## config.mk

```make
export PLATFORM = sky130hd
export DESIGN_NAME = complex_butterfly_iter_hs_flat
export DESIGN_NICKNAME = d
export VERILOG_FILES = /design/src/rtl/complex_butterfly_iter_hs_if.sv /design/src/rtl/complex_butterfly_iter_hs.sv /design/src/flat_wrapper.sv
export SDC_FILE = /design/constraint.sdc
export NUM_CORES = 2
export LEC_CHECK = 0
export CAP_MARGIN = 20
export CORE_MARGIN = 2
export CORE_UTILIZATION = 55
export CTS_BUF_LIST = sky130_fd_sc_hd__clkbuf_8
export DETAILED_ROUTE_END_ITERATION = 7
export PLACE_DENSITY = 0.77
export SYNTH_ARGS = -nofsm -noshare
export SYNTH_HDL_FRONTEND = slang
export SYNTH_SLANG_ARGS = --single-unit
```

## constraint.sdc

```tcl
create_clock -name clk -period 10.5 [get_ports clk]
set_input_delay 1.05 -clock clk [delete_from_list [all_inputs] [get_ports clk]]
set_output_delay 1.05 -clock clk [all_outputs]
set_load 0.1 [all_outputs]
```

## src/rtl/complex_butterfly_iter_hs_if.sv

```systemverilog
// Handshake and data bundle for complex_butterfly_iter_hs.
// The master side drives the operands and out_ready; the slave (the butterfly) returns the results.
interface complex_butterfly_iter_hs_if #(
    parameter int unsigned DWL = 16,
    parameter int unsigned TWL = 16
);
    logic                  in_valid;
    logic                  in_ready;
    logic signed [DWL-1:0] a_re;
    logic signed [DWL-1:0] a_im;
    logic signed [DWL-1:0] b_re;
    logic signed [DWL-1:0] b_im;
    logic signed [TWL-1:0] w_re;
    logic signed [TWL-1:0] w_im;
    logic                  scale_in;
    logic                  inv_in;
    logic                  out_valid;
    logic                  out_ready;
    logic signed [DWL-1:0] y1_re;
    logic signed [DWL-1:0] y1_im;
    logic signed [DWL-1:0] y2_re;
    logic signed [DWL-1:0] y2_im;
    logic                  ovf_clr;
    logic                  ovf;

    modport master (
        output in_valid, a_re, a_im, b_re, b_im, w_re, w_im, scale_in, inv_in,
        output out_ready, ovf_clr,
        input  in_ready, out_valid, y1_re, y1_im, y2_re, y2_im, ovf
    );

    modport slave (
        input  in_valid, a_re, a_im, b_re, b_im, w_re, w_im, scale_in, inv_in,
        input  out_ready, ovf_clr,
        output in_ready, out_valid, y1_re, y1_im, y2_re, y2_im, ovf
    );
endinterface

```

## src/rtl/complex_butterfly_iter_hs.sv

```systemverilog
// Radix-2 complex butterfly, one shared multiplier over four cycles, valid/ready handshake.
// Define BFLY_OVF_FLAG_EN to build the sticky saturation flag; otherwise ovf is tied to 0.
module complex_butterfly_iter_hs #(
    parameter int unsigned DWL = 16,
    parameter int unsigned TWL = 16
) (
    input logic                         clk,
    input logic                         rst,
    complex_butterfly_iter_hs_if.slave  bus
);
    localparam int unsigned PW = DWL + TWL;
    localparam int unsigned AW = DWL + TWL + 1;
    localparam int unsigned SW = DWL + TWL + 2;

    localparam logic [SW-1:0]        One    = {{(SW-1){1'b0}}, 1'b1};
    localparam logic signed [SW-1:0] Rnd0   = One << (TWL - 2);
    localparam logic signed [SW-1:0] Rnd1   = One << (TWL - 1);
    localparam logic signed [SW-1:0] SatMax = {{(SW-DWL+1){1'b0}}, {(DWL-1){1'b1}}};
    localparam logic signed [SW-1:0] SatMin = {{(SW-DWL+1){1'b1}}, {(DWL-1){1'b0}}};

    typedef enum logic [2:0] {StIdle, StMul0, StMul1, StMul2, StMul3, StAdd, StOut} state_e;

    state_e                state_q;
    logic signed [DWL-1:0] ar_q, ai_q, br_q, bi_q;
    logic signed [TWL-1:0] wr_q, wi_q;
    logic                  scale_q, inv_q;
    logic signed [AW-1:0]  acc_re_q, acc_im_q;
    logic signed [DWL-1:0] y1_re_q, y1_im_q, y2_re_q, y2_im_q;
    logic                  out_valid_q;

    logic                  in_ready;
    logic                  accept;
    logic signed [DWL-1:0] mul_a;
    logic signed [TWL-1:0] mul_b;
    logic                  sel_im;
    logic                  neg;
    logic signed [PW-1:0]  prod;
    logic signed [AW-1:0]  prod_ext;
    logic signed [AW-1:0]  term;
    logic signed [SW-1:0]  br_al, bi_al, acc_re_ext, acc_im_ext;
    logic signed [SW-1:0]  s1_re, s1_im, s2_re, s2_im;

    function automatic logic signed [SW-1:0] round_shift(input logic signed [SW-1:0] s,
                                                         input logic sc);
        if (sc) return (s + Rnd1) >>> TWL;
        else    return (s + Rnd0) >>> (TWL - 1);
    endfunction

    function automatic logic signed [DWL-1:0] round_sat(input logic signed [SW-1:0] s,
                                                        input logic sc);
        logic signed [SW-1:0] q;
        q = round_shift(s, sc);
        if (q > SatMax)      return SatMax[DWL-1:0];
        else if (q < SatMin) return SatMin[DWL-1:0];
        else                 return q[DWL-1:0];
    endfunction

    assign in_ready = (state_q == StIdle) || ((state_q == StOut) && bus.out_ready);
    assign accept   = bus.in_valid && in_ready;

    // Product schedule: ar*wr, ai*wi, ar*wi, ai*wr; inv flips the sign of the wi terms.
    always_comb begin
        mul_a  = ar_q;
        mul_b  = wr_q;
        sel_im = 1'b0;
        neg    = 1'b0;
        case (state_q)
            StMul1: begin mul_a = ai_q; mul_b = wi_q; neg = !inv_q; end
            StMul2: begin mul_a = ar_q; mul_b = wi_q; neg = inv_q; sel_im = 1'b1; end
            StMul3: begin mul_a = ai_q; mul_b = wr_q; sel_im = 1'b1; end
            default: ;
        endcase
    end

    assign prod     = PW'(mul_a) * PW'(mul_b);
    assign prod_ext = AW'(prod);
    assign term     = neg ? -prod_ext : prod_ext;

    assign br_al      = SW'(br_q) <<< (TWL - 1);
    assign bi_al      = SW'(bi_q) <<< (TWL - 1);
    assign acc_re_ext = SW'(acc_re_q);
    assign acc_im_ext = SW'(acc_im_q);
    assign s1_re      = br_al + acc_re_ext;
    assign s1_im      = bi_al + acc_im_ext;
    assign s2_re      = br_al - acc_re_ext;
    assign s2_im      = bi_al - acc_im_ext;

    always_ff @(posedge clk) begin
        if (rst) begin
            state_q     <= StIdle;
            ar_q        <= '0;
            ai_q        <= '0;
            br_q        <= '0;
            bi_q        <= '0;
            wr_q        <= '0;
            wi_q        <= '0;
            scale_q     <= 1'b0;
            inv_q       <= 1'b0;
            acc_re_q    <= '0;
            acc_im_q    <= '0;
            y1_re_q     <= '0;
            y1_im_q     <= '0;
            y2_re_q     <= '0;
            y2_im_q     <= '0;
            out_valid_q <= 1'b0;
        end else begin
            case (state_q)
                StIdle, StOut: begin
                    if ((state_q == StOut) && bus.out_ready) begin
                        out_valid_q <= 1'b0;
                        state_q     <= StIdle;
                    end
                    if (accept) begin
                        ar_q     <= bus.a_re;
                        ai_q     <= bus.a_im;
                        br_q     <= bus.b_re;
                        bi_q     <= bus.b_im;
                        wr_q     <= bus.w_re;
                        wi_q     <= bus.w_im;
                        scale_q  <= bus.scale_in;
                        inv_q    <= bus.inv_in;
                        acc_re_q <= '0;
                        acc_im_q <= '0;
                        state_q  <= StMul0;
                    end
                end
                StMul0, StMul1, StMul2, StMul3: begin
                    if (sel_im) acc_im_q <= acc_im_q + term;
                    else        acc_re_q <= acc_re_q + term;
                    state_q <= (state_q == StMul3) ? StAdd : state_e'(state_q + 3'd1);
                end
                StAdd: begin
                    y1_re_q     <= round_sat(s1_re, scale_q);
                    y1_im_q     <= round_sat(s1_im, scale_q);
                    y2_re_q     <= round_sat(s2_re, scale_q);
                    y2_im_q     <= round_sat(s2_im, scale_q);
                    out_valid_q <= 1'b1;
                    state_q     <= StOut;
                end
                default: state_q <= StIdle;
            endcase
        end
    end

`ifdef BFLY_OVF_FLAG_EN
    function automatic logic is_sat(input logic signed [SW-1:0] s, input logic sc);
        logic signed [SW-1:0] q;
        q = round_shift(s, sc);
        return (q > SatMax) || (q < SatMin);
    endfunction

    logic ovf_q;
    logic any_sat;

    assign any_sat = is_sat(s1_re, scale_q) || is_sat(s1_im, scale_q) ||
                     is_sat(s2_re, scale_q) || is_sat(s2_im, scale_q);

    // Set has priority over clear.
    always_ff @(posedge clk) begin
        if (rst)                               ovf_q <= 1'b0;
        else if ((state_q == StAdd) && any_sat) ovf_q <= 1'b1;
        else if (bus.ovf_clr)                  ovf_q <= 1'b0;
    end

    assign bus.ovf = ovf_q;
`else
    assign bus.ovf = 1'b0;
`endif

    assign bus.in_ready  = in_ready;
    assign bus.out_valid = out_valid_q;
    assign bus.y1_re     = y1_re_q;
    assign bus.y1_im     = y1_im_q;
    assign bus.y2_re     = y2_re_q;
    assign bus.y2_im     = y2_im_q;
endmodule

```

## src/flat_wrapper.sv

```systemverilog
// flat-port wrapper written by rule: the top's interface ports become plain ports
module complex_butterfly_iter_hs_flat 
#(
    parameter int unsigned DWL = 16,
    parameter int unsigned TWL = 16
)
  (clk, rst, bus_in_valid, bus_a_re, bus_a_im, bus_b_re, bus_b_im, bus_w_re, bus_w_im, bus_scale_in, bus_inv_in, bus_out_ready, bus_ovf_clr, bus_in_ready, bus_out_valid, bus_y1_re, bus_y1_im, bus_y2_re, bus_y2_im, bus_ovf);
  complex_butterfly_iter_hs_if #(.DWL(DWL), .TWL(TWL)) bus_i ();
  input logic clk;
  input logic rst;
  input wire logic [$bits(bus_i.in_valid)-1:0] bus_in_valid;
  input wire logic [$bits(bus_i.a_re)-1:0] bus_a_re;
  input wire logic [$bits(bus_i.a_im)-1:0] bus_a_im;
  input wire logic [$bits(bus_i.b_re)-1:0] bus_b_re;
  input wire logic [$bits(bus_i.b_im)-1:0] bus_b_im;
  input wire logic [$bits(bus_i.w_re)-1:0] bus_w_re;
  input wire logic [$bits(bus_i.w_im)-1:0] bus_w_im;
  input wire logic [$bits(bus_i.scale_in)-1:0] bus_scale_in;
  input wire logic [$bits(bus_i.inv_in)-1:0] bus_inv_in;
  input wire logic [$bits(bus_i.out_ready)-1:0] bus_out_ready;
  input wire logic [$bits(bus_i.ovf_clr)-1:0] bus_ovf_clr;
  output wire logic [$bits(bus_i.in_ready)-1:0] bus_in_ready;
  output wire logic [$bits(bus_i.out_valid)-1:0] bus_out_valid;
  output wire logic [$bits(bus_i.y1_re)-1:0] bus_y1_re;
  output wire logic [$bits(bus_i.y1_im)-1:0] bus_y1_im;
  output wire logic [$bits(bus_i.y2_re)-1:0] bus_y2_re;
  output wire logic [$bits(bus_i.y2_im)-1:0] bus_y2_im;
  output wire logic [$bits(bus_i.ovf)-1:0] bus_ovf;
  assign bus_i.in_valid = bus_in_valid;
  assign bus_i.a_re = bus_a_re;
  assign bus_i.a_im = bus_a_im;
  assign bus_i.b_re = bus_b_re;
  assign bus_i.b_im = bus_b_im;
  assign bus_i.w_re = bus_w_re;
  assign bus_i.w_im = bus_w_im;
  assign bus_i.scale_in = bus_scale_in;
  assign bus_i.inv_in = bus_inv_in;
  assign bus_i.out_ready = bus_out_ready;
  assign bus_i.ovf_clr = bus_ovf_clr;
  assign bus_in_ready = bus_i.in_ready;
  assign bus_out_valid = bus_i.out_valid;
  assign bus_y1_re = bus_i.y1_re;
  assign bus_y1_im = bus_i.y1_im;
  assign bus_y2_re = bus_i.y2_re;
  assign bus_y2_im = bus_i.y2_im;
  assign bus_ovf = bus_i.ovf;
  complex_butterfly_iter_hs #(.DWL(DWL), .TWL(TWL)) u_core (.clk(clk), .rst(rst), .bus(bus_i));
endmodule
```

# Word-level counts from Yosys, hierarchy flattened

Index checks and enable logic that the tools add are counted.
W data, S select, Z words.

Flip-flop bits (word level): 232
Input bits: 103
Output and inout port bits: 67
Logic and storage cells: 104

Add/sub/neg operators: 16
Multipliers: 1
$lt $le $gt $ge: 8
Equality and inequality tests: 11
Muxes and demuxes: 36
Reduce and logical (&&, ||, !) cells: 16

Operators by type and width:

| cell                     | number |
|---|---|
| $mux W34                 | 12 |
| $mux W16                 | 10 |
| $add A34 B16 Y34 const B | 4 |
| $add A34 B17 Y34 const B | 4 |
| $gt A34 B16 Y1 const B   | 4 |
| $lt A34 B16 Y1 const B   | 4 |
| $mux W33                 | 4 |
| $pmux W33 S2             | 2 |
| $add A31 B33 Y34         | 2 |
| $sub A31 B33 Y34         | 2 |
| $add A33 B33 Y33         | 2 |
| $neg A32 Y33             | 1 |
| $mul A16 B16 Y32         | 1 |
| $eq A3 B3 Y1 const B     | 3 |
| $mux W3                  | 3 |
| $pmux W3 S3              | 1 |
| $reduce_or A2 Y1         | 4 |
| $eq A3 B2 Y1 const B     | 2 |
| $ne A2 B1 Y1 const B     | 3 |
| $reduce_and A3 Y1        | 2 |
| $pmux W1 S2              | 2 |
| $reduce_and A2 Y1        | 2 |
| $reduce_bool A2 Y1       | 2 |
| $reduce_or A4 Y1         | 1 |
| 9 further kinds          | 11 |

# Logic depth before layout (Yosys ltp)

Word-level depth: 9
Depth in mapped cells: 46
Gate-level depth less buffers: 42

# Worst setup path after synthesis

No wires, ideal clock.

Kind: register -> register
Start: register u_core.state_q[0]
End: register u_core.acc_re_q[32]
Library setup time: 0.092 ns
Data arrival time: 10.786 ns
Required time: 10.408 ns
Slack: -0.379 ns
Cell stages (with the launch flop): 41
Path buffers: 4
Period minus slack after synthesis: 10.879 ns
Cells stage by stage: dfxtp_1 -> inv_1 -> ha_1 -> clkbuf_1 -> nand2_1 -> a21boi_1 -> clkbuf_1 -> buf_1 -> mux2i_1 -> nor2_1 -> fa_1 -> inv_1 -> fa_1 -> fa_1 -> fa_1 -> inv_1 -> fa_1 -> inv_1 -> (+5 left out) -> a31o_2 -> a211o_1 -> o211ai_1 -> a2bb2oi_1 -> o211a_1 -> nor4_1 -> a2111oi_1 -> a21oi_1 -> xor2_1 -> xnor2_1 -> ha_1 -> and3_1 -> and3_1 -> a211o_1 -> or3b_2 -> o21ai_0 -> a221oi_1 -> o32ai_1

Cells in the longest elaborated chain, start to end: 9
Elaborated cells between the ends (all ways): 28
Classes of those cells: 2 x add/sub; 1 x mul; 7 x eq/ne; 7 x mux; 11 x reduce/logical

RTL lines:

| what                                         | RTL line                                                          | RTL |
|---|---|---|
| start: declaration                           | complex_butterfly_iter_hs.sv:23                                   | `state_e state_q;` |
| start signal: assignment                     | complex_butterfly_iter_hs.sv:90                                   | `state_q <= StIdle;` |
| start signal: assignment                     | complex_butterfly_iter_hs.sv:111                                  | `state_q <= StIdle;` |
| start signal: assignment                     | complex_butterfly_iter_hs.sv:124                                  | `state_q <= StMul0;` |
| $eq A3 B2 Y1 or $eq A3 B3 Y1 (tied branches) | complex_butterfly_iter_hs.sv:67, complex_butterfly_iter_hs.sv:107 |  |
| $reduce_or A2 Y1 (no line)                   | --                                                                |  |
| $mux W16                                     | complex_butterfly_iter_hs.sv:67                                   | `case (state_q)` |
| $mul A16 B16 Y32                             | complex_butterfly_iter_hs.sv:75                                   | `assign prod = PW'(mul_a) * PW'(mul_b);` |
| $neg A32 Y33                                 | complex_butterfly_iter_hs.sv:77                                   | `assign term = neg ? -prod_ext : prod_ext;` |
| $mux W33                                     | complex_butterfly_iter_hs.sv:77                                   |  |
| $add A33 B33 Y33                             | complex_butterfly_iter_hs.sv:129                                  | `else acc_re_q <= acc_re_q + term;` |
| $mux W33                                     | complex_butterfly_iter_hs.sv:128                                  | `if (sel_im) acc_im_q <= acc_im_q + term;` |
| $pmux W33 S2                                 | complex_butterfly_iter_hs.sv:107                                  | `case (state_q)` |
| end signal: assignment                       | complex_butterfly_iter_hs.sv:129                                  |  |
| end: declaration                             | complex_butterfly_iter_hs.sv:27                                   | `logic signed [AW-1:0] acc_re_q, acc_im_q;` |

Parallel ways exist; a longest one is shown, timed or not. The select of a mux whose other input is x is not followed.
A chain may end at the register's enable or synchronous reset.

# Worst setup path in the final report

Start: register u_core.state_q[1]
End: register u_core.acc_re_q[32]

The elaborated chain is that of the path after synthesis.

==> impl_metrics.yaml <==
outcome:
  outcome: "finished clean"
logic_synthesis:
  synth-xor-area-share: 0.0697
  synth-seq-cells: 232
  synth_async_sr_flop_share: 0
  synth.lib_cells_used.distinct: 111
  dominant_combinational_cell_family_by_area_after_synthesis: "adder cells"
  synth-adder-area-share: 0.267
  netlist_top_cells_area: "sky130_fd_sc_hd__fa_1 (17%), sky130_fd_sc_hd__dfxtp_1 (15%), sky130_fd_sc_hd__ha_1 (9.4%), sky130_fd_sc_hd__nand2_1 (5.9%), sky130_fd_sc_hd__inv_1 (5.3%)"
  synth.net_count: 4504
  syn_inst: 3903
  synth_area_per_cell_sq_um: 7.89
  yosys_warnings: 0
  muxShareOfSynthArea: 0.0260
  synth_top_area_share: 0.173
  synth_compound_area_frac: 0.208
  synth-edff-count: 0
  synth-main-ff-cell: "sky130_fd_sc_hd__dfxtp_1"
  synth-simple-area-share: 0.201
  sequential_to_total_area_share_from_yosys_stat: 0.151
  yosysTopAreaCell: "sky130_fd_sc_hd__fa_1"
  synthesis.area_sq_um: 30800
setup_path:
  setup.worst_path.class: "flip-flop to flip-flop"
  worstSetupStartpoint: "u_core.state_q[1]"
  crit_path_end_kind: "flip-flop"
  cp-start-kind: "flip-flop"
  worst-path-max-fanout: 13
  r2r-start: "u_core.state_q[1]"
  timing.critical_path.slowest_cell_delay_ps: 530
  required_ps: 11010
  critPathArrivalTime_ps: 10720
  reg2reg_slack_ps: 290
  cp.buffers_inverters: 6
  critical-path-top-delay-family: "adder cells"
  cp_slowest_cell: "sky130_fd_sc_hd__fa_1"
  most_frequent_cell_on_the_critical_path: "sky130_fd_sc_hd__fa_1"
floorplanning:
  floorplan.initialDensity: 0.558
  fp.coreArea_sq_um: 55200
  die_h_microns: 241
  die_area_sq_um: 57900
  num_rows: 86
  number_of_top_level_design_ports: 170
  die_width_microns: 241
run:
  max_cap_viol_count: 0
final_layout:
  post_route_cells_drive_above_1_share: 0.0970
  final.fill_count: 4820
  synthToLayoutAreaGrowth_pct: 13.8
  largestRegisters: "u_core.acc_im_q (33), u_core.acc_re_q (33)"
  post_layout_nets: 4679
  layout.cells.non_filler: 4862
  ff_latch_area_sq_um: 4650
  multiInputGateArea_sq_um: 24200
drt:
  drc_errors: 0
  route.detailed.vias_per_inst: 5.90
  detail_route.first_pass.iterations: 8
  vias: 28700
  wl_final_mm: 86.0
  routedWlPerCell_microns: 17.7
  postRouteAntennaNets: 0
  detailedRoute.firstIterationViolations: 2399
grt:
  initial_antenna_violation_count: 2
  grt_start_max_net_pins: 99
  grt_pass1_vias: 26400
  wire_length_of_the_first_global_routing_pass_mm: 136
  global_route.usage.total: 0.289
  grt.overflow.total: 0
placed_design:
  detailedPlace.worstSlack_ps: -93.9
  gp_routability_congestion: 0.979
  dp.final_hpwl_mm: 67.6
  dp.cells: 4756
  numPortBuffers: 167
sta:
  maximum_clock_rate_mhz: 97.9
  final_critical_path_setup_slack_ps: 289
  final_period_minus_worst_setup_slack_ps: 10210
  summed_negative_setup_slack_over_all_endpoints_ps: 0
  setup_repair_after_global_routing_missed_its_margin: "true"
  relSlewSlack: 0.270
  finalHoldViolations: 0
  slew_viol_final: 0
  worstMarginPinSlew_ps: 1080
  clock_skew_ps: 31.7
  final.period_utilization: 0.972
  setup_viol: 0
clock_tree:
  clock_slew_seen_by_the_registers_of_the_worst_setup_and_hold_paths_ps: 60
  ctsRootBufferMaster: "sky130_fd_sc_hd__clkbuf_8"
  cts_htree_levels: 2
  cts_buffer_depth: 3
  cts.sinks: 232
  tritoncts: "done"
  cts_hold_buffers: 0
  cts_inserted_buffers: 42
  insertion_delay_ps: 620
min_path:
  hold_path.class: "flip-flop to flip-flop"
  timing.hold.worst.start: "u_core.wr_q[0]"
[Yosys cell counts, types with 32 or more instances]
cell type / instances
sky130_fd_sc_hd__o21a_1: 32
sky130_fd_sc_hd__clkbuf_1: 136
sky130_fd_sc_hd__nor2_1: 439
sky130_fd_sc_hd__xor2_1: 67
sky130_fd_sc_hd__ha_1: 232
sky130_fd_sc_hd__a21o_1: 48
sky130_fd_sc_hd__nand2_1: 483
sky130_fd_sc_hd__nor3_1: 67
sky130_fd_sc_hd__xnor2_1: 175
sky130_fd_sc_hd__a211oi_1: 40
sky130_fd_sc_hd__inv_1: 439
sky130_fd_sc_hd__fa_1: 266
sky130_fd_sc_hd__dfxtp_1: 232
sky130_fd_sc_hd__a22oi_1: 60
sky130_fd_sc_hd__o21ai_0: 111
sky130_fd_sc_hd__a21oi_1: 231
sky130_fd_sc_hd__mux2i_1: 44
sky130_fd_sc_hd__nand2b_1: 41
sky130_fd_sc_hd__nand3_1: 76
sky130_fd_sc_hd__a31oi_1: 36
[cell families after synthesis]
family	count (synthesis)
buffers and inverters	611
multiplexers	76
AO/OA/AOI/OAI	892
XOR/XNOR	243
other	1
flip-flops	232
adder cells (fa/ha/maj)	498
AND/OR/NAND/NOR	1350
[per-stage QoR]
step                utilization  instance area, sq um  hold WS, ps
floorplan                     -                 30800          433
finish                    0.635                 35100          456
global placement          0.609                 33600          442
global route              0.635                 35100          478
detailed placement        0.609                 33600          447
CTS                       0.626                 34500          456
[layout by cell type (no fill, tap or decap), types with 65 or more instances in the layout]
cell                              netlist  routed
sky130_fd_sc_hd__inv_1                439     450
sky130_fd_sc_hd__buf_4                  4     125
sky130_fd_sc_hd__xnor2_1              175     167
sky130_fd_sc_hd__xor2_1                67      65
sky130_fd_sc_hd__o21ai_0              111     109
sky130_fd_sc_hd__fa_1                 266     266
sky130_fd_sc_hd__nand2_1              483     481
sky130_fd_sc_hd__a21oi_1              231     228
sky130_fd_sc_hd__dfxtp_1              232     231
sky130_fd_sc_hd__nor2_1               439     436
sky130_fd_sc_hd__nand3_1               76      76
sky130_fd_sc_hd__clkdlybuf4s50_1        0     166
sky130_fd_sc_hd__ha_1                 232     228
[final timing paths]
check | to | cells past startpoint
setup / recovery | u_core.acc_re_q[32] | 40
hold / removal | u_core.wr_q[0] | 2
setup reg to reg | u_core.acc_re_q[32] | 40
hold reg to reg | u_core.wr_q[0] | 2
[tightest hold or removal path, cell delays in order (launching register included)]
cell	delay [ps]
sky130_fd_sc_hd__dfxtp_1	310
sky130_fd_sc_hd__nand2_1	50
sky130_fd_sc_hd__a21oi_1	50
[layout make-up]
type,instances,area share
clock buffers,50,0.0196
clock inverters,28,0.00603
repair buffers,298,0.0782
well taps,748,0.0267
multi-input cells,3060,0.689
flip-flops and latches,232,0.133
diodes,2,0.000143
inverters,444,0.0475
[layer usage]
metal | global-route usage | part of all wire | vias up | routed length [microns]
li1 | - | - | 13800 | -
met1 | 0.383 | 0.42 | 13700 | 36400
met2 | 0.480 | 0.47 | 995 | 40400
met3 | 0.0344 | 0.064 | 218 | 5540
met5 | 0 | 0.00015 | - | 13
met4 | 0.119 | 0.043 | 2 | 3660
[timing repair]
item                                    in CTS  in global routing
gates resized for setup                      4                 50
pin swaps                                    0                 13
endpoints found under the setup margin       1                 12
endpoints found under the hold margin        0                  0
buffers inserted                             0                 23
cloned                                       0                  2
Power is left out: the tool's default activity adds up to more than one toggle a clock period on the data nets, which glitch-free logic cannot reach.
